**config.mk**
```make
export PLATFORM = sky130hd
export DESIGN_NAME = branch_predictor_btb
export DESIGN_NICKNAME = d
export VERILOG_FILES = /design/src/rtl/bp_pkg.sv /design/src/rtl/bp_sat_counter.sv /design/src/rtl/branch_predictor_btb.sv
export SDC_FILE = /design/constraint.sdc
export NUM_CORES = 2
export LEC_CHECK = 0
export BUFFER_PORTS_ARGS = -buffer_cell sky130_fd_sc_hd__clkbuf_2
export CAP_MARGIN = 20
export CORE_AREA = 2 2 245 247
export CTS_CLUSTER_DIAMETER = 50
export DETAILED_ROUTE_END_ITERATION = 16
export DIE_AREA = 0 0 247 249
export GPL_ROUTABILITY_DRIVEN = 0
export HOLD_SLACK_MARGIN = 0.02
export PLACE_DENSITY_LB_ADDON = 0.1
export SYNTH_ARGS = -nofsm -noshare
export SYNTH_HDL_FRONTEND = slang
export SYNTH_SLANG_ARGS = --single-unit
```
**constraint.sdc**
```tcl
create_clock -name clk_i -period 63.9 [get_ports clk_i]
set_input_delay 15.975 -clock clk_i [delete_from_list [all_inputs] [get_ports clk_i]]
set_output_delay 15.975 -clock clk_i [all_outputs]
set_load 0.01 [all_outputs]
```
**src/rtl/bp_pkg.sv**
```systemverilog
// Shared types for the branch predictor: 2-bit direction counter and its encodings.
package bp_pkg;

  typedef logic [1:0] bp_ctr_t;

  localparam bp_ctr_t CTR_SNT = 2'b00;  // strongly not-taken
  localparam bp_ctr_t CTR_WNT = 2'b01;  // weakly not-taken
  localparam bp_ctr_t CTR_WT  = 2'b10;  // weakly taken
  localparam bp_ctr_t CTR_ST  = 2'b11;  // strongly taken

endpackage

```
**src/rtl/bp_sat_counter.sv**
```systemverilog
// Pure 2-bit saturating counter next-state function used on the training path.
module bp_sat_counter
  import bp_pkg::*;
(
  input  bp_ctr_t ctr_i,
  input  logic    taken_i,
  output bp_ctr_t ctr_o
);

  // Step towards taken/not-taken, holding at the extremes.
  always_comb begin
    ctr_o = ctr_i;
    if (taken_i && (ctr_i != CTR_ST)) begin
      ctr_o = ctr_i + 2'd1;
    end else if (!taken_i && (ctr_i != CTR_SNT)) begin
      ctr_o = ctr_i - 2'd1;
    end
  end

endmodule

```
**src/rtl/branch_predictor_btb.sv**
```systemverilog
// Direct-mapped branch target buffer with 2-bit direction counters.
// Zero-latency lookup for IF, training and mispredict redirect from ID.
// Optional build macro BRANCH_PREDICTOR_STATS_EN adds saturating branch/mispredict counters.
module branch_predictor_btb
  import bp_pkg::*;
#(
  parameter int unsigned XLEN    = 32,
  parameter int unsigned ENTRIES = 16,
  parameter int unsigned TAG_W   = 8
) (
  input  logic            clk_i,
  input  logic            rst_i,
  input  logic [XLEN-1:0] lk_pc_i,
  output logic            pred_taken_o,
  output logic [XLEN-1:0] pred_target_o,
  input  logic            upd_valid_i,
  input  logic [XLEN-1:0] upd_pc_i,
  input  logic            upd_taken_i,
  input  logic [XLEN-1:0] upd_target_i,
  input  logic            upd_pred_taken_i,
  input  logic [XLEN-1:0] upd_pred_target_i,
  output logic            redirect_o,
  output logic [XLEN-1:0] redirect_pc_o,
  input  logic            flush_i
`ifdef BRANCH_PREDICTOR_STATS_EN
  ,
  output logic [31:0]     stat_branches_o,
  output logic [31:0]     stat_mispredicts_o
`endif
);

  localparam int unsigned IDX_W = $clog2(ENTRIES);
  localparam logic [XLEN-1:0] PcStep = XLEN'(4);

  logic [ENTRIES-1:0] valid_q, valid_d;
  logic [TAG_W-1:0]   tag_q    [ENTRIES];
  logic [TAG_W-1:0]   tag_d    [ENTRIES];
  logic [XLEN-1:0]    target_q [ENTRIES];
  logic [XLEN-1:0]    target_d [ENTRIES];
  bp_ctr_t            ctr_q    [ENTRIES];
  bp_ctr_t            ctr_d    [ENTRIES];

  logic [IDX_W-1:0] lk_idx, upd_idx;
  logic [TAG_W-1:0] lk_tag, upd_tag;
  logic             lk_hit, upd_hit;
  bp_ctr_t          ctr_trained;

  assign lk_idx  = lk_pc_i[IDX_W+1:2];
  assign lk_tag  = lk_pc_i[IDX_W+TAG_W+1:IDX_W+2];
  assign upd_idx = upd_pc_i[IDX_W+1:2];
  assign upd_tag = upd_pc_i[IDX_W+TAG_W+1:IDX_W+2];

  // Lookup: sees registered contents only, so same-cycle updates are not bypassed.
  always_comb begin
    lk_hit        = valid_q[lk_idx] && (tag_q[lk_idx] == lk_tag);
    pred_taken_o  = lk_hit && ctr_q[lk_idx][1];
    pred_target_o = pred_taken_o ? target_q[lk_idx] : lk_pc_i + PcStep;
  end

  // Redirect depends only on the resolved branch and what was predicted for it.
  always_comb begin
    redirect_o    = upd_valid_i && ((upd_taken_i != upd_pred_taken_i) ||
                                    (upd_taken_i && (upd_target_i != upd_pred_target_i)));
    redirect_pc_o = upd_taken_i ? upd_target_i : upd_pc_i + PcStep;
  end

  assign upd_hit = valid_q[upd_idx] && (tag_q[upd_idx] == upd_tag);

  bp_sat_counter u_sat_counter (
    .ctr_i   (ctr_q[upd_idx]),
    .taken_i (upd_taken_i),
    .ctr_o   (ctr_trained)
  );

  // Table next state: flush beats training; misses allocate only when taken.
  always_comb begin
    valid_d  = valid_q;
    tag_d    = tag_q;
    target_d = target_q;
    ctr_d    = ctr_q;
    if (flush_i) begin
      valid_d = '0;
    end else if (upd_valid_i) begin
      if (upd_hit) begin
        ctr_d[upd_idx] = ctr_trained;
        if (upd_taken_i) begin
          target_d[upd_idx] = upd_target_i;
        end
      end else if (upd_taken_i) begin
        valid_d[upd_idx]  = 1'b1;
        tag_d[upd_idx]    = upd_tag;
        target_d[upd_idx] = upd_target_i;
        ctr_d[upd_idx]    = CTR_WT;
      end
    end
  end

  // Table storage, cleared asynchronously to empty/weakly-not-taken.
  always_ff @(posedge clk_i or posedge rst_i) begin
    if (rst_i) begin
      valid_q <= '0;
      for (int i = 0; i < int'(ENTRIES); i++) begin
        tag_q[i]    <= '0;
        target_q[i] <= '0;
        ctr_q[i]    <= CTR_WNT;
      end
    end else begin
      valid_q  <= valid_d;
      tag_q    <= tag_d;
      target_q <= target_d;
      ctr_q    <= ctr_d;
    end
  end

`ifdef BRANCH_PREDICTOR_STATS_EN
  logic [31:0] stat_br_q, stat_br_d, stat_mp_q, stat_mp_d;

  // Saturating event counters; flush leaves them alone.
  always_comb begin
    stat_br_d = stat_br_q;
    stat_mp_d = stat_mp_q;
    if (upd_valid_i && (stat_br_q != '1)) stat_br_d = stat_br_q + 32'd1;
    if (redirect_o && (stat_mp_q != '1))  stat_mp_d = stat_mp_q + 32'd1;
  end

  // Counter registers, cleared only by reset.
  always_ff @(posedge clk_i or posedge rst_i) begin
    if (rst_i) begin
      stat_br_q <= '0;
      stat_mp_q <= '0;
    end else begin
      stat_br_q <= stat_br_d;
      stat_mp_q <= stat_mp_d;
    end
  end

  assign stat_branches_o    = stat_br_q;
  assign stat_mispredicts_o = stat_mp_q;
`endif

endmodule

```
==> flow_metrics.env <==
export IMPL_outcome="completed"
export IMPL_max_freq_mhz=27.60
export IMPL_syn_area_sq_mm=0.03490
export IMPL_powerDensity_mw_per_mm2=29.68
export IMPL_syn_to_final_growth_pct=11.86
export IMPL_drtAntennaViolNets=0
export IMPL_yosys_warnings=0
export IMPL_synthFlopType="dfrtp_1"
export IMPL_cap_violations=0
export IMPL_hold_viol=0
export IMPL_critPathMaxStageDelay_ps=910
export IMPL_ys_async_sr_fraction_pct=100.0
export IMPL_syn_inst=2431
export IMPL_critPathKind="in -> out"
export IMPL_cts_tree="yes"
export IMPL_startpoint_type="input pin"
export IMPL_clkTransAtPathRegs_ps=60
export IMPL_worst_pin_slew_ps=1088
export IMPL_antenna_found_initial=2
export IMPL_cp_end_kind="output pin"
export IMPL_crit_chain="clkbuf_8, buf_4, mux4_2, mux4_2, xnor2_1, nand3_1, or4_4, mux2_2, clkbuf_2"
export IMPL_dp_hpwl_um=59570
export IMPL_synth_seq_area_share_pct=49.39
export IMPL_synthDistinctLibCells=55
export IMPL_slew_violations=0
export IMPL_cts_buffers=80
export IMPL_grt_total_usage_pct=32.63
export IMPL_crit_family="buffers and inverters"
export IMPL_io_buffers=199
export IMPL_skew_ps=24.17
export IMPL_post_route_min_period_ps=36230
export IMPL_drtPass1Iterations=5
export IMPL_synth_seq_cells=688
export IMPL_std_cell_rows=89
export IMPL_crit_fanout=67
export IMPL_viasPerCell=6.568
export IMPL_io_pins=200
export IMPL_max_slew_margin_pct=27.48
export IMPL_crit_top_cell="mux4_2"
export IMPL_synth_top_area_share_pct=48.19
export IMPL_fp_coreArea_sq_mm=0.05869
export IMPL_cts_sinks=688
export IMPL_finalSetupTns_ps=0
export IMPL_yosysMostFrequentCell="dfrtp_1"
export IMPL_gr_total_overflow=0
export IMPL_critical_path_buf_inv_count=3
export IMPL_routed_via_count=22060
export IMPL_crit_required_ps=47920
export IMPL_postCtsSetupBuffers=0
export IMPL_dr_first_iter_drc_count=2068
export IMPL_routed_wl_um=98230
export IMPL_layout_nets=2659
export IMPL_synth_area_per_cell_sq_um=14.36
export IMPL_clk_latency_ps=630
export IMPL_yosys_area_top_type="dfrtp_1"
export IMPL_n_antenna_cell=0
export IMPL_dieHeight_um=249
export IMPL_p_leak_nw=18.17
export IMPL_dieArea_sq_mm=0.06150
export IMPL_cts_hold_buf=0
export IMPL_cts_buffer_depth=3
export IMPL_htree_levels=3
export IMPL_synth_common_cells="dfrtp_1, mux2_2, mux4_2"
export IMPL_synth_area_leaders="dfrtp_1, mux2_2, mux4_2, mux2i_1, clkbuf_1"
export IMPL_critPathSlowestCell="or4_4"
export IMPL_fin_crit_sh_pct=56.70
export IMPL_wl_per_cell_um=29.25
export IMPL_synth_edf_count=0
export IMPL_setup_viol=0
export IMPL_utilization_pct=66.52
export IMPL_ir_worst_vdd_v=0.00002352
export IMPL_p_total_mw=1.159
export IMPL_hold_class="reg -> reg"
export IMPL_route_detailed_drc=0
export IMPL_grt_pass1_wl_um=147400
export IMPL_cp_arrival_ps=20260
export IMPL_ctsResizeCount=0
export IMPL_root_buffer="clkbuf_16"
export IMPL_rsz0062_at_grt="no"
export IMPL_grt_pass1_vias=22960
export IMPL_synth_nets=2572
export IMPL_die_w_um=247
export IMPL_initial_core_util_pct=59.47
export IMPL_grt_max_degree=129
export IMPL_layout_drive_gt1_share_pct=51.14
routing by layer:
layer  vias up  GRT usage, %  share of wire, %
met1     11920         46.11                42
met4         0         12.51               3.6
met2       794         49.57                47
met3       175         7.509               7.3
li1       9170             -                 -
met5         -             0                 0
kinds of logic after synthesis:
group	Yosys count	share of synthesized area, %
mux	963	38.31
flops	688	49.39
buf+inv	274	3.266
simple gates	268	3.768
compound gates	124	2.327
xor+xnor	107	2.685
fa+ha+maj	7	0.2510
final cells by class:
type	count	area (sq um)
Clock buffer	120	2345
Clock inverter	29	379.1
Fill cell	4185	19650
Inverter	38	150.1
Multi-Input combinational cell	1469	16570
Sequential cell	688	17240
Tap cell	773	967.2
Timing Repair Buffer	241	1393
where the power goes:
group	switching [mW]	leakage [nW]	total (mW)	internal, mW
clock network	0.187	1.33	0.468	0.280
logic	0.0750	7.75	0.168	0.0927
registers	0.0315	9.09	0.523	0.492
sequential cells by signal (all words and copies together) (netlist names):
register  count
target_q    512
ctr_q        32
valid_q      16
tag_q       128
path summary, 6_finish.rpt:
path,slack [ps],endpoint,depth (start not counted),from
min,470,ctr_q[8]$_DFFE_PP1P_,2,ctr_q[8]$_DFFE_PP1P_
max reg2reg,60350,tag_q[3]$_DFFE_PP0P_,9,tag_q[5]$_DFFE_PP0P_
min reg2reg,470,ctr_q[8]$_DFFE_PP1P_,2,ctr_q[8]$_DFFE_PP1P_
max,27670,pred_target_o[31],9,lk_pc_i[3]
max in group asynchronous,45920,target_q[333]$_DFFE_PP0P_,4,rst_i
min in group asynchronous,15530,target_q[161]$_DFFE_PP0P_,2,rst_i
worst min-delay path, cell delays in order (launching register included):
cell and delay (ps):
dfstp_2 370, inv_1 40, o22ai_1 50
metrics by stage:
step	setup WS (ps)	hold WS (ps)	cell area, sq um	instances
after floorplan	28660	442.3	34900	2431
after detailed placement	27580	459.9	36220	3204
after global placement	27710	456.6	36220	3204
after CTS	27560	468.9	38940	3353
after global routing	27540	474.6	39040	3358
final	27670	471.2	39040	3358
cells in the final DEF, fill, tap and decap left out, types with 5 or more instances in the layout:
| master | synthesis | final |
|---|---|---|
| dfrtp_1 | 672 | 672 |
| mux2_2 | 671 | 671 |
| mux4_2 | 221 | 221 |
| clkbuf_2 | 0 | 194 |
| nand2_1 | 93 | 82 |
| clkbuf_16 | 0 | 82 |
| mux2i_1 | 57 | 57 |
| xnor2_1 | 54 | 54 |
| xor2_1 | 53 | 53 |
| o21ai_0 | 48 | 48 |
| nand3_1 | 41 | 41 |
| buf_4 | 5 | 39 |
| inv_1 | 37 | 36 |
| nor2_1 | 35 | 34 |
| clkbuf_1 | 132 | 23 |
| clkbuf_8 | 0 | 16 |
| dfstp_2 | 16 | 16 |
| nor2b_1 | 15 | 15 |
| nand2b_1 | 13 | 13 |
| nand4_1 | 13 | 13 |
| a21oi_1 | 13 | 13 |
| a22oi_1 | 12 | 12 |
| and3_1 | 12 | 12 |
| nand2_2 | 0 | 11 |
| or2_2 | 11 | 11 |
| mux2_4 | 9 | 9 |
| clkinv_2 | 0 | 9 |
| nor3_1 | 8 | 8 |
| nor4_1 | 9 | 8 |
| a211oi_1 | 7 | 7 |
| ha_1 | 7 | 7 |
| bufinv_16 | 0 | 6 |
| clkinv_4 | 0 | 6 |
| a31oi_1 | 5 | 5 |
| mux4_1 | 5 | 5 |
| o21ba_2 | 5 | 5 |
| o22ai_1 | 5 | 5 |
| o22a_1 | 5 | 5 |
Power figures use the tool's default switching activity.
